==> src/rtl/alu_arbiter.sv <==
// alu_arbiter: two-port round-robin front end for a shared combinational ALU.
// One operation in flight; opcode-dependent hold time; registered response.
module alu_arbiter #(
  parameter int unsigned FAST_CYCLES = 1,
  parameter int unsigned SLOW_CYCLES = 4,
  parameter int unsigned CNT_W       = 4
) (
  input  logic        clk,
  input  logic        rst,
  input  logic        req0_valid,
  output logic        req0_ready,
  input  logic [4:0]  req0_opcode,
  input  logic [15:0] req0_a,
  input  logic [15:0] req0_b,
  input  logic        req1_valid,
  output logic        req1_ready,
  input  logic [4:0]  req1_opcode,
  input  logic [15:0] req1_a,
  input  logic [15:0] req1_b,
  output logic        rsp0_valid,
  output logic        rsp1_valid,
  output logic [15:0] rsp_result,
  output logic [3:0]  rsp_flags,
  output logic        busy,
  output logic        alu_enable,
  output logic [4:0]  alu_opcode,
  output logic [15:0] alu_a,
  output logic [15:0] alu_b,
  input  logic [15:0] alu_result,
  input  logic [3:0]  alu_flags
);

  localparam int unsigned OP_W   = 5;
  localparam int unsigned DATA_W = 16;

  // Opcode encodings shared with alu_ops.v
  localparam logic [OP_W-1:0] ALU_MUL = 5'h03;
  localparam logic [OP_W-1:0] ALU_DIV = 5'h04;
  localparam logic [OP_W-1:0] ALU_MOD = 5'h05;
  localparam logic [OP_W-1:0] ALU_CMP = 5'h09;

  typedef enum logic [1:0] {
    IDLE = 2'd0,
    EXEC = 2'd1,
    DONE = 2'd2
  } state_t;

  state_t            state;
  logic [CNT_W-1:0]  cnt;
  logic [OP_W-1:0]   lat_op;
  logic [DATA_W-1:0] lat_a;
  logic [DATA_W-1:0] lat_b;
  logic              owner;
  logic              last_grant;

  logic              grant0;
  logic              grant1;
  logic              accept;
  logic [OP_W-1:0]   sel_op;
  logic [DATA_W-1:0] sel_a;
  logic [DATA_W-1:0] sel_b;
  logic              sel_slow;

  // Round-robin grant: on contention the port that did not win last time goes
  always_comb begin
    grant0 = 1'b0;
    grant1 = 1'b0;
    if (req0_valid && req1_valid) begin
      grant0 = last_grant;
      grant1 = !last_grant;
    end else begin
      grant0 = req0_valid;
      grant1 = req1_valid;
    end
  end

  assign req0_ready = (state == IDLE) && grant0;
  assign req1_ready = (state == IDLE) && grant1;
  assign accept     = req0_ready || req1_ready;

  assign sel_op   = grant1 ? req1_opcode : req0_opcode;
  assign sel_a    = grant1 ? req1_a      : req0_a;
  assign sel_b    = grant1 ? req1_b      : req0_b;
  assign sel_slow = (sel_op == ALU_MUL) || (sel_op == ALU_DIV) || (sel_op == ALU_MOD);

  // ALU operands come straight from the latches so they stay stable through EXEC
  assign alu_opcode = lat_op;
  assign alu_a      = lat_a;
  assign alu_b      = lat_b;

  // Sequencer: accept, hold the ALU for the opcode's cycle count, capture, respond
  always_ff @(posedge clk) begin
    if (rst) begin
      state      <= IDLE;
      cnt        <= '0;
      lat_op     <= '0;
      lat_a      <= '0;
      lat_b      <= '0;
      owner      <= 1'b0;
      last_grant <= 1'b1;
      rsp0_valid <= 1'b0;
      rsp1_valid <= 1'b0;
      rsp_result <= '0;
      rsp_flags  <= '0;
      busy       <= 1'b0;
      alu_enable <= 1'b0;
    end else begin
      rsp0_valid <= 1'b0;
      rsp1_valid <= 1'b0;
      case (state)
        IDLE: begin
          if (accept) begin
            lat_op     <= sel_op;
            lat_a      <= sel_a;
            lat_b      <= sel_b;
            owner      <= grant1;
            last_grant <= grant1;
            cnt        <= sel_slow ? CNT_W'(SLOW_CYCLES - 1) : CNT_W'(FAST_CYCLES - 1);
            alu_enable <= 1'b1;
            busy       <= 1'b1;
            state      <= EXEC;
          end
        end
        EXEC: begin
          if (cnt == '0) begin
            rsp_flags <= alu_flags;
            // CMP only reports flags; the previous result is kept
            if (lat_op != ALU_CMP) begin
              rsp_result <= alu_result;
            end
            rsp0_valid <= !owner;
            rsp1_valid <= owner;
            alu_enable <= 1'b0;
            state      <= DONE;
          end else begin
            cnt <= cnt - CNT_W'(1);
          end
        end
        DONE: begin
          busy  <= 1'b0;
          state <= IDLE;
        end
        default: begin
          state <= IDLE;
        end
      endcase
    end
  end

endmodule

==> config.mk <==
export PLATFORM = sky130hd
export DESIGN_NAME = alu_arbiter
export DESIGN_NICKNAME = d
export VERILOG_FILES = /design/src/rtl/alu_arbiter.sv
export SDC_FILE = /design/constraint.sdc
export NUM_CORES = 1
export LEC_CHECK = 0
export CAP_MARGIN = 20
export CELL_PAD_IN_SITES_DETAIL_PLACEMENT = 2
export CELL_PAD_IN_SITES_GLOBAL_PLACEMENT = 2
export CORE_MARGIN = 2
export CORE_UTILIZATION = 21
export DETAILED_ROUTE_END_ITERATION = 16
export GPL_ROUTABILITY_DRIVEN = 0
export HOLD_SLACK_MARGIN = 0.12
export PLACE_DENSITY = 0.77
export SLEW_MARGIN = 20
export SYNTH_ARGS = -nofsm -noshare
export SYNTH_HDL_FRONTEND = slang
export SYNTH_SLANG_ARGS = --single-unit
==> constraint.sdc <==
create_clock -name clk -period 2.8 [get_ports clk]
set_clock_uncertainty 0.2 [all_clocks]
set_input_delay 0.28 -clock clk [delete_from_list [all_inputs] [get_ports clk]]
set_output_delay 0.28 -clock clk [all_outputs]
set_load 0.01 [all_outputs]
* After elaboration in Yosys (flattened, before gate mapping)
Index checks and enable logic that the tools add are counted.
Widths: inputs -> output; s select.
** Cells by class
- Add/subtract/negate cells :: 1
- Equal/unequal tests :: 9
- Muxes and demuxes :: 16
- Bitwise operators :: 2
- Reductions and logical operators :: 20
** Operators by type and width (count)
- $mux 16 :: 2
- $eq 5x3->1 const B :: 2
- $reduce_and 3->1 :: 3
- $mux 4 :: 2
- $pmux 4 s2 :: 1
- $reduce_and 2->1 :: 4
- $mux 2 :: 3
- $ne 2x2->1 const B :: 3
- $eq 5x2->1 const B :: 1
- $mux 5 :: 1
- $ne 5x4->1 const B :: 1
- $logic_not 4->1 :: 1
- $mux 1 :: 4
- $pmux 1 s2 :: 2
- $pmux 2 s2 :: 1
- $reduce_bool 2->1 :: 2
- $sub 4x1->4 const B :: 1
- $logic_and 1x1->1 :: 3
- $logic_or 1x1->1 :: 3
- $reduce_or 3->1 :: 1
- $eq 2x1->1 const B :: 1
- $eq 2x2->1 const B :: 1
- $logic_not 1->1 :: 2
- $logic_not 2->1 :: 1
- $not 1->1 :: 2
** Word-level totals
- Bits in registers :: 69
- Input bits :: 98
- Logic and storage cells :: 61

* Logic depth before layout (Yosys ltp)
- Word-level depth :: 9
- Mapped depth :: 8

* Least setup slack after synthesis
No wires, ideal clock.
- Path type :: reg-to-reg
- Start point :: register cnt[0]
- End point :: register rsp_result[0]
- Arrival :: 1.836 ns
- Slack :: 0.636 ns
- Cell stages (with the launch flop) :: 9
- Buffers on the path :: 2
- Path through :: dfxtp_1 inv_1 ha_1 or3b_1 buf_2 a211oi_4 buf_8 mux2i_1 nor2_1
** On the way
- Word-level cells in the longest chain between the ends :: 2
** RTL lines
- start: declaration :: RTL line 49 : logic [CNT_W-1:0] cnt;
- start signal: assignment :: RTL line 118 : cnt <= sel_slow ? CNT_W'(SLOW_CYCLES - 1) : CNT_W'(FAST_CYCLES - 1);
- start signal: assignment :: RTL line 136 : cnt <= cnt - CNT_W'(1);
- $logic_not 4->1 :: RTL line 125 : if (cnt == '0) begin
- $reduce_and 3->1 (no source line)
- end signal: assignment :: RTL line 129 : rsp_result <= alu_result;
- end: declaration :: RTL line 22 : output logic [15:0] rsp_result,
No other way between the ends.
A chain may end at the register's enable or synchronous reset.

* Final worst setup path
- Start point :: register cnt[0]
- End point :: register rsp_result[4]
Same word-level chain as after synthesis.

==> metrics.log <==
INFO  metric cts.root.buffer_cell = clkbuf_16
INFO  metric drt_first_pass_iters = 4
INFO  metric number_of_nets_with_antenna_violations_after_detailed_routing = 0
INFO  metric numClockSinks = 69
INFO  metric synthDominantCellAreaShare = 47.6%
INFO  metric finalWorstSetupSlack = around 0.53 ns
INFO  metric cts_resized = 0
INFO  metric power_switching = slightly below 1 mW
INFO  metric synth_adder_area_share = 0.862%
INFO  metric power_density = between 600 and 700 mW/mm^2
INFO  metric share_seq_of_total_power = between 30 and 40%
INFO  metric drt_wl_total = between 9000 and 10000 um
INFO  metric dp.cells = about 620
INFO  metric synth_area_per_cell = 9.71 um^2
INFO  metric worstPathMaxFanout = 16
INFO  metric route.detailed.vias_per_inst = 4.44
INFO  metric slew_headroom = 59.8%
INFO  metric grt_util_all_layers = around 14%
INFO  metric worst_setup_path_end_kind = register
INFO  metric period_share = around 81%
INFO  metric core = ~0.013 mm^2
INFO  metric grt_first_pass_wirelength = around 16000 um
INFO  metric layout_commonest_cell = clkdlybuf4s50_1
INFO  metric fin_tns_setup = 0 ns
INFO  metric syn_inst = roughly 300
INFO  metric grtUsageMet3 = under 10%
INFO  metric clock_insertion_delay_worst_skew = 0.32 ns
INFO  metric mostFrequentLayoutCells = clkdlybuf4s50_1 (159), dfxtp_1 (69), nor2_1 (65), mux2i_1 (56), a211oi_1 (38)
INFO  metric synth_top_cell_by_area = dfxtp_1
INFO  metric drc = 0
INFO  metric dieHeight = between 100 and 150 um
INFO  metric gr-total-overflow = 0
INFO  metric htree_levels = 3
INFO  metric final_count_of_hold_timing_violations = 0
INFO  metric timing.critical_path.cells = inv_1 > ha_1 > or3b_1 > a211oi_4 > buf_4 > mux2i_1 > nor2_1
INFO  metric placementRows = 42
INFO  metric run_status = complete, no violations
INFO  metric synth.net_count = 399
INFO  metric yosys.area_share.simple = between 10 and 15%
INFO  metric first_global_vias = approximately 3200
INFO  metric count_of_input_and_output_buffers = between 150 and 200
INFO  metric fmaxAchievable = 440 MHz
INFO  metric synth_mux_area_share = between 10% and 20%
INFO  metric synth_seq_cells = 69
INFO  metric cts_tree = built
INFO  metric globalRouteMet1Util = 14.2%
INFO  metric final_util = a little under two fifths
INFO  metric dieWidth = 122 um
INFO  metric synth-warning-count = 0
INFO  metric worst_setup_hold_path_clk_slew = ~0.050 ns
INFO  metric routed-via-count = 2796
INFO  metric p_sw_share = roughly 29%
INFO  metric fp.dieArea = about 0.015 mm^2
INFO  metric initialDrtViolationCount = 84
INFO  metric synth.cell_area = slightly below 0.003 mm^2
INFO  metric post_route_cells_drive_above_1_share = between 5 and 6%
INFO  metric slowest_stage = or3b_1
INFO  metric maxCapViolCount = 0
INFO  metric hold_buffers = 0
INFO  metric worst_path_bufs_invs = 2
INFO  metric pre_cts_ws = about 0.4 ns
INFO  metric n_fill_cell = approximately 1400
INFO  metric antenna_found_initial = 0
INFO  metric setup_repair_after_global_routing_missed_its_margin = no
INFO  metric clockPowerShare = 32.0%
INFO  metric cts.repair_timing.setup_buffer_count = 0
INFO  metric post_synth_xor_area_fraction = 0.603%
INFO  metric total_power = roughly 3.4 mW
INFO  metric final_setup_violating_endpoints = 0
INFO  metric finalHoldWorstSlack = roughly 0.23 ns
INFO  metric buffers_from_clock_root_to_sink_at_most = 2
INFO  metric synth_cell_type_count = 32
INFO  metric kind_of_cell_adding_the_most_delay_to_the_critical_path = simple AND/OR/NAND/NOR gates
INFO  metric irDropWorstVdd = approximately 0.00024 V
INFO  metric final_max_slew_viol_count = 0
INFO  metric synth.yosys.seq_area_share = a little under half
INFO  metric gr-max-usage-layer = met2
INFO  metric timing.setup.critical_path_class = register to register
INFO  metric globalRouteMet2Util = 25.5%
INFO  metric layout.nets = 551
INFO  metric power_report.internal_total = 2.40 mW
INFO  metric final_cells = 630
INFO  metric worst_hold_path_type = register to register
INFO  metric top_level_ports = 161
INFO  metric power_frac_comb = around a third
INFO  metric synth.top_cells.by_area = dfxtp_1 (48%), mux2i_1 (19%), a211oi_1 (9.8%)
INFO  metric critical_path.startpoint_type = register
INFO  metric placedInstanceArea = 0.00470 mm^2
INFO  metric grt_max_degree = 54
INFO  metric dp_wirelength = 7640 um
INFO  metric insertedDiodeCount = 0
INFO  metric stdcell_area = ~0.0050 mm^2
INFO  metric initial_utilization = between 20 and 25%
INFO  metric period_minus_slack = 2.27 ns
INFO  metric delay_of_the_slowest_critical_path_stage = 0.47 ns
INFO  metric timing.critical_path.arrival = 2.28 ns
INFO  metric timing_worst_slew_pin_value = approximately 0.60 ns
INFO  metric wl_per_cell = ~16 um
INFO  metric cts_buffers = 9
INFO  metric synth_top_family_by_area = multiplexers
INFO  metric critPathRequiredTime = between 2 and 3 ns
INFO  metric p_leak = between 1.5 and 2 nW
INFO  metric synth-compound-area-share = a little over an eighth
INFO  metric flow.area_growth_from_synthesis = 71.7%
[final cells by class]
cell class	instances	area, um^2	share of cell area [%]
tap	176	220	4.42
clock buffer	13	280	5.62
inverter	5	18.8	0.376
sequential	69	1380	27.7
timing repair buffer	165	1670	33.5
multi-input combinational	201	1410	28.3
clock inverter	1	5.00	0.100
[final timing paths]
path / startpoint / slack [ns] / cells after the start / end
hold reg to reg: owner / 0.23 / 1 / rsp0_valid
setup reg to reg: cnt[0] / 0.53 / 7 / rsp_result[4]
hold / removal: owner / 0.23 / 1 / rsp0_valid
setup / recovery: cnt[0] / 0.53 / 7 / rsp_result[4]
[sequential cells by signal, summed over array words and instances (netlist names)]
register,count
rsp_flags,4
rsp1_valid,1
state,2
alu_enable,1
alu_opcode,5
rsp_result,16
alu_b,16
rsp0_valid,1
busy,1
last_grant,1
owner,1
alu_a,16
cnt,4
[routing by layer]
| metal | part of all wire [%] | vias up |
|---|---|---|
| met5 | 0 | - |
| met4 | 1.8 | 0 |
| met3 | 6.0 | 11 |
| met2 | 54 | 82 |
| met1 | 38 | 1353 |
| li1 | - | 1350 |
[worst register-to-register path, cell delays in order (launching register included)]
cell and delay, ns:
dfxtp_1 0.32, inv_1 0.11, ha_1 0.15, or3b_1 0.47
a211oi_4 0.26, buf_4 0.33, mux2i_1 0.28, nor2_1 0.06
[power groups by stage]
stage	clock network (mW)	registers [mW]	logic, mW
finish	1.08	1.23	1.06
global route	1.17	1.26	1.17
CTS	1.12	1.24	1.09
detailed placement	0	1.26	1.08
global placement	0	1.25	1.04
floorplan	0	1.30	0.469
[synthesized netlist by cell type]
| cell | instances |
|---|---|
| mux2i_1 | 56 |
| a32oi_1 | 1 |
| or2_0 | 1 |
| nor2_1 | 65 |
| nor4b_4 | 1 |
| nand2_1 | 3 |
| nand3b_1 | 2 |
| nor4_1 | 1 |
| buf_8 | 1 |
| ha_1 | 2 |
| a21oi_1 | 2 |
| buf_2 | 5 |
| xor2_1 | 2 |
| o21ai_0 | 4 |
| a22o_2 | 1 |
| o21a_1 | 1 |
| nor3_1 | 6 |
| buf_1 | 1 |
| a211oi_1 | 38 |
| inv_1 | 5 |
| nor2b_1 | 4 |
| or2_1 | 1 |
| a311oi_1 | 1 |
| clkbuf_1 | 17 |
| and2_1 | 2 |
| or3b_1 | 1 |
| a21boi_1 | 1 |
| a211oi_4 | 1 |
| a221o_1 | 1 |
| dfxtp_1 | 69 |
| nand2b_1 | 1 |
| nand3_1 | 2 |
[logic make-up after synthesis]
| kind of cell | after synthesis |
|---|---|
| compound gates | 51 |
| xor+xnor | 2 |
| fa+ha+maj | 2 |
| buf+inv | 29 |
| flops | 69 |
| mux | 56 |
| simple gates | 90 |
(Power assumes the default switching activity.)
